--- src/rtl/ws2811_frame_sequencer.sv ---
// ws2811_frame_sequencer
//   Streams one frame of UNITS_NUMBER pixels from a pattern ROM to a
//   WS2811 bit transmitter. Each new frame reads the pattern starting one
//   pixel further along (rotating shift), so repeated frames scroll it.
//   After the last pixel, the line is held idle for the latch gap.
//   A trigger that arrives during a frame is kept as one pending request.
//   Any further trigger is discarded and reported on triggerDroppedOUT.
//
// Ports
//   clkIN             : clock, rising edge
//   nResetIN          : asynchronous active-low reset
//   frameTriggerIN    : frame request, sampled every cycle
//   romAddressOUT     : registered pattern ROM read address
//   romDataIN         : ROM read data (GRB), valid one cycle after address
//   brightnessIN      : per-channel scale 0..255 (only with WS2811_BRIGHTNESS_EN)
//   txStartOUT        : one-cycle start pulse to the transmitter
//   txDataOUT         : pixel for the transmitter, stable until it goes busy
//   txBusyIN          : transmitter busy
//   busyOUT           : sequencer not idle
//   frameDoneOUT      : one-cycle pulse when the latch gap completes
//   triggerDroppedOUT : one-cycle pulse when a trigger is discarded
//
// Build option
//   WS2811_BRIGHTNESS_EN : adds brightnessIN. Each channel is scaled by
//                          (brightness+1)/256 as it loads into txDataOUT.
//
// If txBusyIN never falls, the frame stalls in WAIT_TX. There is no timeout.

module ws2811_frame_sequencer #(
  parameter int unsigned UNITS_NUMBER          = 100,
  parameter int unsigned PATTERN_PIXELS_NUMBER = 128,
  parameter int unsigned CLOCK_SPEED           = 50_000_000,
  parameter int unsigned LATCH_US              = 300
) (
  input  logic                                     clkIN,
  input  logic                                     nResetIN,
  input  logic                                     frameTriggerIN,
  output logic [$clog2(PATTERN_PIXELS_NUMBER)-1:0] romAddressOUT,
  input  logic [23:0]                              romDataIN,
`ifdef WS2811_BRIGHTNESS_EN
  input  logic [7:0]                               brightnessIN,
`endif
  output logic                                     txStartOUT,
  output logic [23:0]                              txDataOUT,
  input  logic                                     txBusyIN,
  output logic                                     busyOUT,
  output logic                                     frameDoneOUT,
  output logic                                     triggerDroppedOUT
);

  localparam int unsigned AW           = $clog2(PATTERN_PIXELS_NUMBER);
  localparam int unsigned PW           = $clog2(UNITS_NUMBER + 1);
  localparam int unsigned LATCH_RAW    = CLOCK_SPEED / 1_000_000 * LATCH_US;
  localparam int unsigned LATCH_CYCLES = (LATCH_RAW == 0) ? 1 : LATCH_RAW;
  localparam int unsigned LW           = $clog2(LATCH_CYCLES + 1);

  localparam logic [AW-1:0] LAST_ADDR  = AW'(PATTERN_PIXELS_NUMBER - 1);
  localparam logic [PW-1:0] LAST_PIXEL = PW'(UNITS_NUMBER - 1);
  localparam logic [LW-1:0] LATCH_LAST = LW'(LATCH_CYCLES - 1);

  typedef enum logic [2:0] {
    IDLE,
    FETCH,
    WAIT_DATA,
    LOAD,
    WAIT_ACK,
    WAIT_TX,
    LATCH
  } state_t;

  state_t        state;
  state_t        stateNext;
  logic [AW-1:0] shift;
  logic [AW-1:0] shiftNext;
  logic [AW-1:0] addrInc;
  logic [PW-1:0] pixelIndex;
  logic [LW-1:0] latchCount;
  logic [1:0]    prefetchCount;
  logic [23:0]   holdData;
  logic [23:0]   loadSource;
  logic [23:0]   loadData;
  logic          pending;
  logic          pendingNext;
  logic          triggerDrop;
  logic          latchEnd;

`ifdef WS2811_BRIGHTNESS_EN
  function automatic logic [7:0] scaleChannel(input logic [7:0] ch, input logic [7:0] level);
    logic [15:0] product;
    product = 16'(ch) * 16'({1'b0, level} + 9'd1);
    return product[15:8];
  endfunction
`endif

  // The address is tracked incrementally as (pixelIndex + shift) mod depth.
  // Each step is a compare-and-wrap, so non-power-of-two depths wrap
  // correctly without a divider.
  assign addrInc   = (romAddressOUT == LAST_ADDR) ? '0 : romAddressOUT + AW'(1);
  assign shiftNext = (shift == LAST_ADDR) ? '0 : shift + AW'(1);
  assign latchEnd  = (state == LATCH) && (latchCount == LATCH_LAST);
  assign busyOUT   = (state != IDLE);

  always_comb begin
    stateNext   = state;
    pendingNext = pending;
    triggerDrop = 1'b0;
    loadSource  = (state == WAIT_DATA) ? romDataIN : holdData;
`ifdef WS2811_BRIGHTNESS_EN
    loadData    = {scaleChannel(loadSource[23:16], brightnessIN),
                   scaleChannel(loadSource[15:8],  brightnessIN),
                   scaleChannel(loadSource[7:0],   brightnessIN)};
`else
    loadData    = loadSource;
`endif

    unique case (state)
      IDLE:      if (frameTriggerIN || pending) stateNext = FETCH;
      FETCH:     stateNext = WAIT_DATA;
      WAIT_DATA: stateNext = LOAD;
      LOAD:      stateNext = WAIT_ACK;
      WAIT_ACK:  if (txBusyIN) stateNext = WAIT_TX;
      WAIT_TX: begin
        // Leaving for the next pixel also waits until the prefetched word
        // has been captured into holdData.
        if (!txBusyIN) begin
          if (pixelIndex == LAST_PIXEL)     stateNext = LATCH;
          else if (prefetchCount == 2'd2)   stateNext = LOAD;
        end
      end
      LATCH:     if (latchEnd) stateNext = (pending || frameTriggerIN) ? FETCH : IDLE;
      default:   stateNext = IDLE;
    endcase

    // A trigger on the final latch cycle starts the next frame directly.
    // If a request was already pending, the pending request is consumed and
    // the new trigger becomes pending. Neither is dropped.
    if (state == IDLE) begin
      if (frameTriggerIN || pending) pendingNext = 1'b0;
    end else if (latchEnd) begin
      pendingNext = pending && frameTriggerIN;
    end else if (frameTriggerIN) begin
      if (pending) triggerDrop = 1'b1;
      else         pendingNext = 1'b1;
    end
  end

  always_ff @(posedge clkIN or negedge nResetIN) begin
    if (!nResetIN) begin
      state             <= IDLE;
      romAddressOUT     <= '0;
      txStartOUT        <= 1'b0;
      txDataOUT         <= '0;
      frameDoneOUT      <= 1'b0;
      triggerDroppedOUT <= 1'b0;
      shift             <= '0;
      pixelIndex        <= '0;
      pending           <= 1'b0;
      latchCount        <= '0;
      prefetchCount     <= '0;
      holdData          <= '0;
    end else begin
      state             <= stateNext;
      txStartOUT        <= (stateNext == LOAD);
      frameDoneOUT      <= latchEnd;
      triggerDroppedOUT <= triggerDrop;
      pending           <= pendingNext;
      latchCount        <= (state == LATCH) ? latchCount + LW'(1) : '0;

      if (latchEnd) shift <= shiftNext;

      if (stateNext == FETCH) begin
        pixelIndex    <= '0;
        romAddressOUT <= (state == LATCH) ? shiftNext : shift;
      end

      if (stateNext == LOAD) begin
        txDataOUT <= loadData;
        if (state == WAIT_TX) pixelIndex <= pixelIndex + PW'(1);
      end

      // The next pixel is prefetched while the current one is sent.
      // The ROM word arrives on the second cycle in WAIT_TX.
      if (state == WAIT_ACK && txBusyIN) begin
        romAddressOUT <= addrInc;
        prefetchCount <= '0;
      end

      if (state == WAIT_TX) begin
        if (prefetchCount != 2'd2) prefetchCount <= prefetchCount + 2'd1;
        if (prefetchCount == 2'd1) holdData <= romDataIN;
      end
    end
  end

endmodule

--- config.mk ---
export PLATFORM = sky130hd
export DESIGN_NAME = ws2811_frame_sequencer
export DESIGN_NICKNAME = d
export VERILOG_FILES = /design/src/rtl/ws2811_frame_sequencer.sv
export SDC_FILE = /design/constraint.sdc
export NUM_CORES = 1
export LEC_CHECK = 0
export ABC_AREA = 1
export ABC_CLOCK_PERIOD_IN_PS = 1600
export CORE_UTILIZATION = 35
export CTS_CLUSTER_SIZE = 8
export DETAILED_ROUTE_END_ITERATION = 8
export PLACE_DENSITY = 0.66
export SETUP_SLACK_MARGIN = 0.4
export SYNTH_ARGS = -nofsm -noshare
export SYNTH_HDL_FRONTEND = slang
export SYNTH_SLANG_ARGS = --single-unit
--- constraint.sdc ---
create_clock -name clkIN -period 1.6 [get_ports clkIN]
set_input_delay 0.32 -clock clkIN [delete_from_list [all_inputs] [get_ports clkIN]]
set_output_delay 0.32 -clock clkIN [all_outputs]
set_load 0.1 [all_outputs]
# Word-level counts from Yosys, hierarchy flattened
# Index checks and enable logic that the tools add are counted.
[totals] elab_cells=72 regBits=92 in_bits=28 output_inout_bits=35
[op_classes] n_reduce_logical=10 n_eq_ne=16 addsub=5 mux=29
[ops] cell="2-to-1 mux 7 bit" n=8
[ops] cell="2-to-1 mux 24 bit" n=1
[ops] cell="adder 7 x 1 -> 7 bit, second input constant" n=3
[ops] cell="== test 7 bit, second input constant" n=3
[ops] cell="one-hot mux 3 bit (7 select lines)" n=1
[ops] cell="2-to-1 mux 3 bit" n=6
[ops] cell="adder 14 x 1 -> 14 bit, second input constant" n=1
[ops] cell="== test 14 bit, second input constant" n=1
[ops] cell="2-to-1 mux 14 bit" n=1
[ops] cell="== test 3 x 2 -> 1 bit, second input constant" n=3
[ops] cell="== test 3 bit, second input constant" n=3
[ops] cell="2-to-1 mux 1 bit" n=9
[ops] cell="== test 3 x 1 -> 1 bit, second input constant" n=2
[ops] cell="2-to-1 mux 2 bit" n=3
[ops] cell="nonzero test 3 bit" n=2
[ops] cell="!= test 2 bit, second input constant" n=2
[ops] cell="AND reduction 2 bit" n=2
[ops] cell="logical AND 1 bit" n=3
[ops] cell="logical NOT 3 bit" n=1
[ops] cell="adder 2 x 1 -> 2 bit, second input constant" n=1
[ops] cell="== test 2 x 1 -> 1 bit, second input constant" n=1
[ops] cell="== test 2 bit, second input constant" n=1
[ops] cell="nonzero test 2 bit" n=1
[ops] cell="logical OR 1 bit" n=1

# Depth between registers and ports, before layout
# Gate-level depths: netlist of the first run.
[depth] word_depth=9 mapped_depth=12 ltp_nobuf=11

# Worst setup path after synthesis of the first run
# OpenSTA, ideal clock, no wires.
[synth_timing] path_type="register to register" startpoint="register romAddressOUT[1]" endpoint="register romAddressOUT[6]" period_less_slack_ns=1.970 arrival_ns=1.850 n_path_buf=0 path_stages_with_launch=9 required_ns=1.480 setup_time_ns=0.120 path_slack_ns=-0.370 cell_sequence="dfrtp_1 > ha_1 > nand4_1 > inv_1 > a21oi_1 > o21ai_0 > nand2_1 > nand2_1 > nand2_1"
[synth_between] elab_chain_cells=3 word_cells_on_any_way=4 classes_between="1 x add/sub; 1 x eq/ne; 2 x mux"
[synth_rtl] element="from (decl)" line_no="38" rtl="output logic [$clog2(PATTERN_PIXELS_NUMBER)-1:0] romAddressOUT,"
[synth_rtl] element="from (signal assigned)" line_no="173" rtl="romAddressOUT <= (state == LATCH) ? shiftNext : shift;"
[synth_rtl] element="from (signal assigned)" line_no="184" rtl="romAddressOUT <= addrInc;"
[synth_rtl] element="adder 7 x 1 -> 7 bit / == test 7 bit (equally long branches)" line_no="98" rtl="assign addrInc = (romAddressOUT == LAST_ADDR) ? '0 : romAddressOUT + AW'(1);"
[synth_rtl] element="2-to-1 mux 7 bit *" line_no="98"
[synth_rtl] element="2-to-1 mux 7 bit *" line_no="183" rtl="if (state == WAIT_ACK && txBusyIN) begin"
# Every way passes the cells marked *; elsewhere a longest branch is shown, timed or not.
# A chain may end at the register's enable or synchronous reset.

# Final worst setup path of the first run
[layout_timing] startpoint="register state[0]" endpoint="register txDataOUT[11]"
[layout_between] elab_chain_cells=5 word_cells_on_any_way=17 classes_between="7 x eq/ne; 8 x mux; 2 x reduce/logical"
[layout_rtl] element="from (decl)" line_no="71" rtl="state_t state;"
[layout_rtl] element="from (signal assigned)" line_no="162" rtl="state <= stateNext;"
[layout_rtl] element="== test 3 bit / 2-to-1 mux 3 bit (equally long branches)" line_no="100, 116, 127"
[layout_rtl] element="logical AND 1 bit / 2-to-1 mux 3 bit (equally long branches)" line_no="100, 126"
[layout_rtl] element="2-to-1 mux 3 bit (on tied branches)" line_no="130, 125"
[layout_rtl] element="one-hot mux 3 bit (7 select lines) *" line_no="116" rtl="unique case (state)"
[layout_rtl] element="named net stateNext[0]" line_no="72" rtl="state_t stateNext;"
[layout_rtl] element="== test 3 x 2 -> 1 bit *" line_no="176" rtl="if (stateNext == LOAD) begin"
[layout_rtl] element="to (signal assigned)" line_no="177" rtl="txDataOUT <= loadData;"
[layout_rtl] element="to (decl)" line_no="44" rtl="output logic [23:0] txDataOUT,"
# Mark *: on every way through the listed nets, which the timed path passes. The rest lies on a longest branch.

==> results.md, run 1 <==
Status:
- The flow ran to the end, but the final reports show violations.
- The checks that failed: setup timing.

Logic synthesis:
- The leading register cell type out of synthesis is sky130_fd_sc_hd__dfrtp_1.
- The netlist area before placement is 4580 um2.
- The post-synthesis cell count is 579.
- Each instance of the synthesized netlist takes up on average 7.91 um2.
- The proportion of synthesized flip-flops having asynchronous set or reset is 1.00.
- Synthesis produced a netlist with a net count of 611.
- The count of unique library cells instantiated by Yosys is 33.
- Of the synthesized area, sequential elements account for 0.503.
- The number of flops mapped to enable cells by yosys is 0.
- The total number of yosys warnings is 0.
- The number of synthesized register bits is 92.

Worst setup path:
- The cell that appears most often on the critical path is sky130_fd_sc_hd__buf_6.
- The critical path contains buffers and inverters numbering 6 combined.
- At the worst endpoint, the required time is 1830 ps.
- The largest fanout on the critical path is 11.
- The biggest cell delay along the critical path is 410 ps.
- The worst-path cell with the longest stage delay is sky130_fd_sc_hd__dfrtp_2.
- STA classifies the critical path startpoint as a register.
- The setup path with the least slack is of type reg -> reg.
- The endpoint arrival time on the critical path is 1990 ps.
- The critical path endpoint category is a register.
- The dominant delay contributor by cell family on the critical path is buffers and inverters.
- Walking the worst path, the cells encountered are inv_2 -> buf_6 -> buf_6 -> nor3_4 -> buf_6 -> buf_12 -> a21oi_4 -> nand2_8 -> nand2_8 -> clkbuf_16 -> o21ai_1.

Clock tree:
- The worst-skew pair later-pin latency is 350 ps.
- The maximum level of the CTS H-tree is 3.
- Clock tree synthesis inserted a total of 9 buffers.
- The TritonCTS clock tree is yes.
- The clock drives 92 sinks.
- The root buffer cell is sky130_fd_sc_hd__clkbuf_16.
- After clock tree synthesis, the clock-pin slew on the worst setup and hold paths is 70 ps.
- The clock passes through at most 2 buffers.

Drt:
- The first detailed-routing pass ran for 4 iterations.
- In this run the remaining antenna-violating nets after routing total 0.
- In this run, the number of DRC markers left after iteration 0 of detailed routing was 327.
- The number of vias in the routed layout is 4472.
- The routed design has 13.5 mm of wire.
- The DRC violation count after routing is 0.
- Dividing the detail-routed wire length by the instance count gives 14.8 um.
- In the routed layout, each cell is associated on average with a via count of 4.91.

Cells and area:
- The area growth from synthesis to layout is 71.1%.
- The total area of sequential cells is 2350 um2.
- Leaving out fill and tap cells, the most frequent cell in the layout is sky130_fd_sc_hd__nand2_1.
- The number of antenna diodes is 0.
- The area occupied by multi-input gates is 2500 um2.
- The net count of the finished layout is 765.
- In the final layout, the share of cells above drive strength 1 is 0.439.
- In the layout the commonest cells are sky130_fd_sc_hd__nand2_1 (134), sky130_fd_sc_hd__dfrtp_1 (57), sky130_fd_sc_hd__inv_1 (52), sky130_fd_sc_hd__buf_4 (50), sky130_fd_sc_hd__buf_12 (44).
- Fill cells in the final layout number 1030.

Die:
- The die footprint is 13500 um2.
- The floorplan has 41 rows.
- The number of I/O pins is 63.
- From left edge to right edge, the die measures 116 um.
- The effective utilization at floorplan is 0.362.
- In this run the vertical extent of the chip is 116 um.
- The core region area is 12700 um2.

Power and ir drop:
- The overall power consumption is 16.9 mW.
- IR analysis of the VDD net gives a maximum drop of 1790 uV.
- The reported leakage power is 3.57 nW.
- The power density of the placed cells is 2160 nW/um2.

Global route:
- The wire length of the first global-routing pass is 21.3 mm.
- The final global-route overflow total is 0.
- The number of global-route vias before repair was 4569.
- The maximum number of pins on one net before global-route repair is 49.
- The number of antenna violations at the first check in global routing was 0.
- In the global route stage, overall resource usage came out at 0.204.

Placement:
- The count of port buffers added during placement is 62.
- The placer's final routability congestion estimate is 0.867.
- Detailed placement ended at an HPWL of 7.53 mm.

STA:
- The transition time at the pin with the least slew margin is 333 ps.
- The number of failing hold endpoints at the final stage is 0.
- The relative slew slack is 0.776.
- The fmax is 567 MHz.
- Setup violations remaining at the end of the flow were counted as 66.
- Across all hold checks on the routed design, the worst slack comes to 401 ps.
- The part of the cycle the worst path needs is 1.10.
- After layout, the minimum clock period comes to 1760 ps.
- Between clock sinks in the finished design, the worst skew comes to 9.06 ps.
- Setup repair after global routing could not meet its margin everywhere.
- The final-report max-slew violation count was 0.
- After layout, the worst setup slack is -162 ps.

Job:
- Max-cap violations in this run came to 0.

Hold path:
- The tightest min-delay check is of the in -> async type.
[layout make-up]
cell class,instances,share of cell area
timing repair buffer,164,0.274
sequential,92,0.300
tap,172,0.0275
clock inverter,5,0.0105
inverter,65,0.0367
multi-input combinational,401,0.319
clock buffer,11,0.0322
[per-layer routing]
metal	GRT usage	routed length, um
met1	0.243	5530
met2	0.357	7220
met3	0.0483	572
met4	0.0778	185
met5	0	0
[through the flow]
step / area, um2 / util / std cells / setup slack, ps / TNS [ps]
final: 7840 / 0.619 / 910 / -162 / -7620
after global routing: 7840 / 0.619 / 910 / -229 / -12100
after CTS: 7270 / 0.574 / 896 / -121 / -6480
after detailed placement: 6230 / 0.492 / 839 / -302 / -12810
after global placement: 6230 / 0.492 / 839 / -253 / -9800
after floorplan: 4790 / - / 579 / 18.6 / 0
[state kept, by name, indices dropped and copies added, names as in the netlist]
name               flops
frameDoneOUT           1
holdData              24
latchCount            14
pending                1
pixelIndex             7
prefetchCount          2
romAddressOUT          7
shift                  7
state                  3
triggerDroppedOUT      1
txDataOUT             24
txStartOUT             1
[final timing paths]
path | endpoint | depth (start not counted) | slack [ps] | from
max | txDataOUT[11] | 11 | -160 | state[0]
min | holdData[20] | 2 | 400 | nResetIN
max reg2reg | txDataOUT[11] | 11 | -160 | state[0]
min reg2reg | holdData[7] | 2 | 480 | holdData[7]
max in group asynchronous | txDataOUT[8] | 3 | 670 | nResetIN
min in group clkIN | holdData[7] | 2 | 480 | holdData[7]
[power breakdown]
part / total, mW / switching, mW / leakage, nW / internal (mW)
Combinational: 10.5 / 6.17 / 2.29 / 4.29
Sequential: 4.07 / 0.813 / 1.11 / 3.25
Clock: 2.42 / 0.957 / 0.166 / 1.46
[cells by family after synthesis]
group           after synthesis  share of synthesized area
compound gates              120                      0.139
simple gates                263                      0.241
buf+inv                      86                     0.0795
xor+xnor                     14                     0.0268
fa+ha+maj                     4                     0.0109
flops                        92                      0.503
[cells in the mapped netlist (all sizes together) (4+ instances only)]
library cell | count | area share
clkbuf | 8 | 0.0066
xor2 | 10 | 0.019
inv | 62 | 0.051
nor2 | 42 | 0.036
o21ai | 99 | 0.11
a21oi | 15 | 0.021
nand2 | 181 | 0.16
dfrtp | 92 | 0.50
nor3 | 8 | 0.012
xnor2 | 4 | 0.0076
nand3 | 27 | 0.031
buf | 13 | 0.020
ha | 4 | 0.011
[what timing repair did]
action | 4_1_cts | 5_1_grt
setup endpoints to repair | 127 | 127
buffers inserted | 34 | 11
hold buffers | 1 | 0
cloned | 6 | 3
resized for setup | 73 | 125
pin swaps | 24 | 35
endpoints found under the hold margin | 18 | 0
(Power assumes the default switching activity.)
==> run 2: changes to the inputs <==
--- a/config.mk
+++ b/config.mk
@@ -8,7 +8,6 @@
 export ABC_AREA = 1
 export ABC_CLOCK_PERIOD_IN_PS = 1600
 export CORE_UTILIZATION = 35
-export CTS_CLUSTER_SIZE = 8
 export DETAILED_ROUTE_END_ITERATION = 8
 export PLACE_DENSITY = 0.66
 export SETUP_SLACK_MARGIN = 0.4
==> results of run 2 <==
Final layout, timing and power as in run 1 (identical DEF).
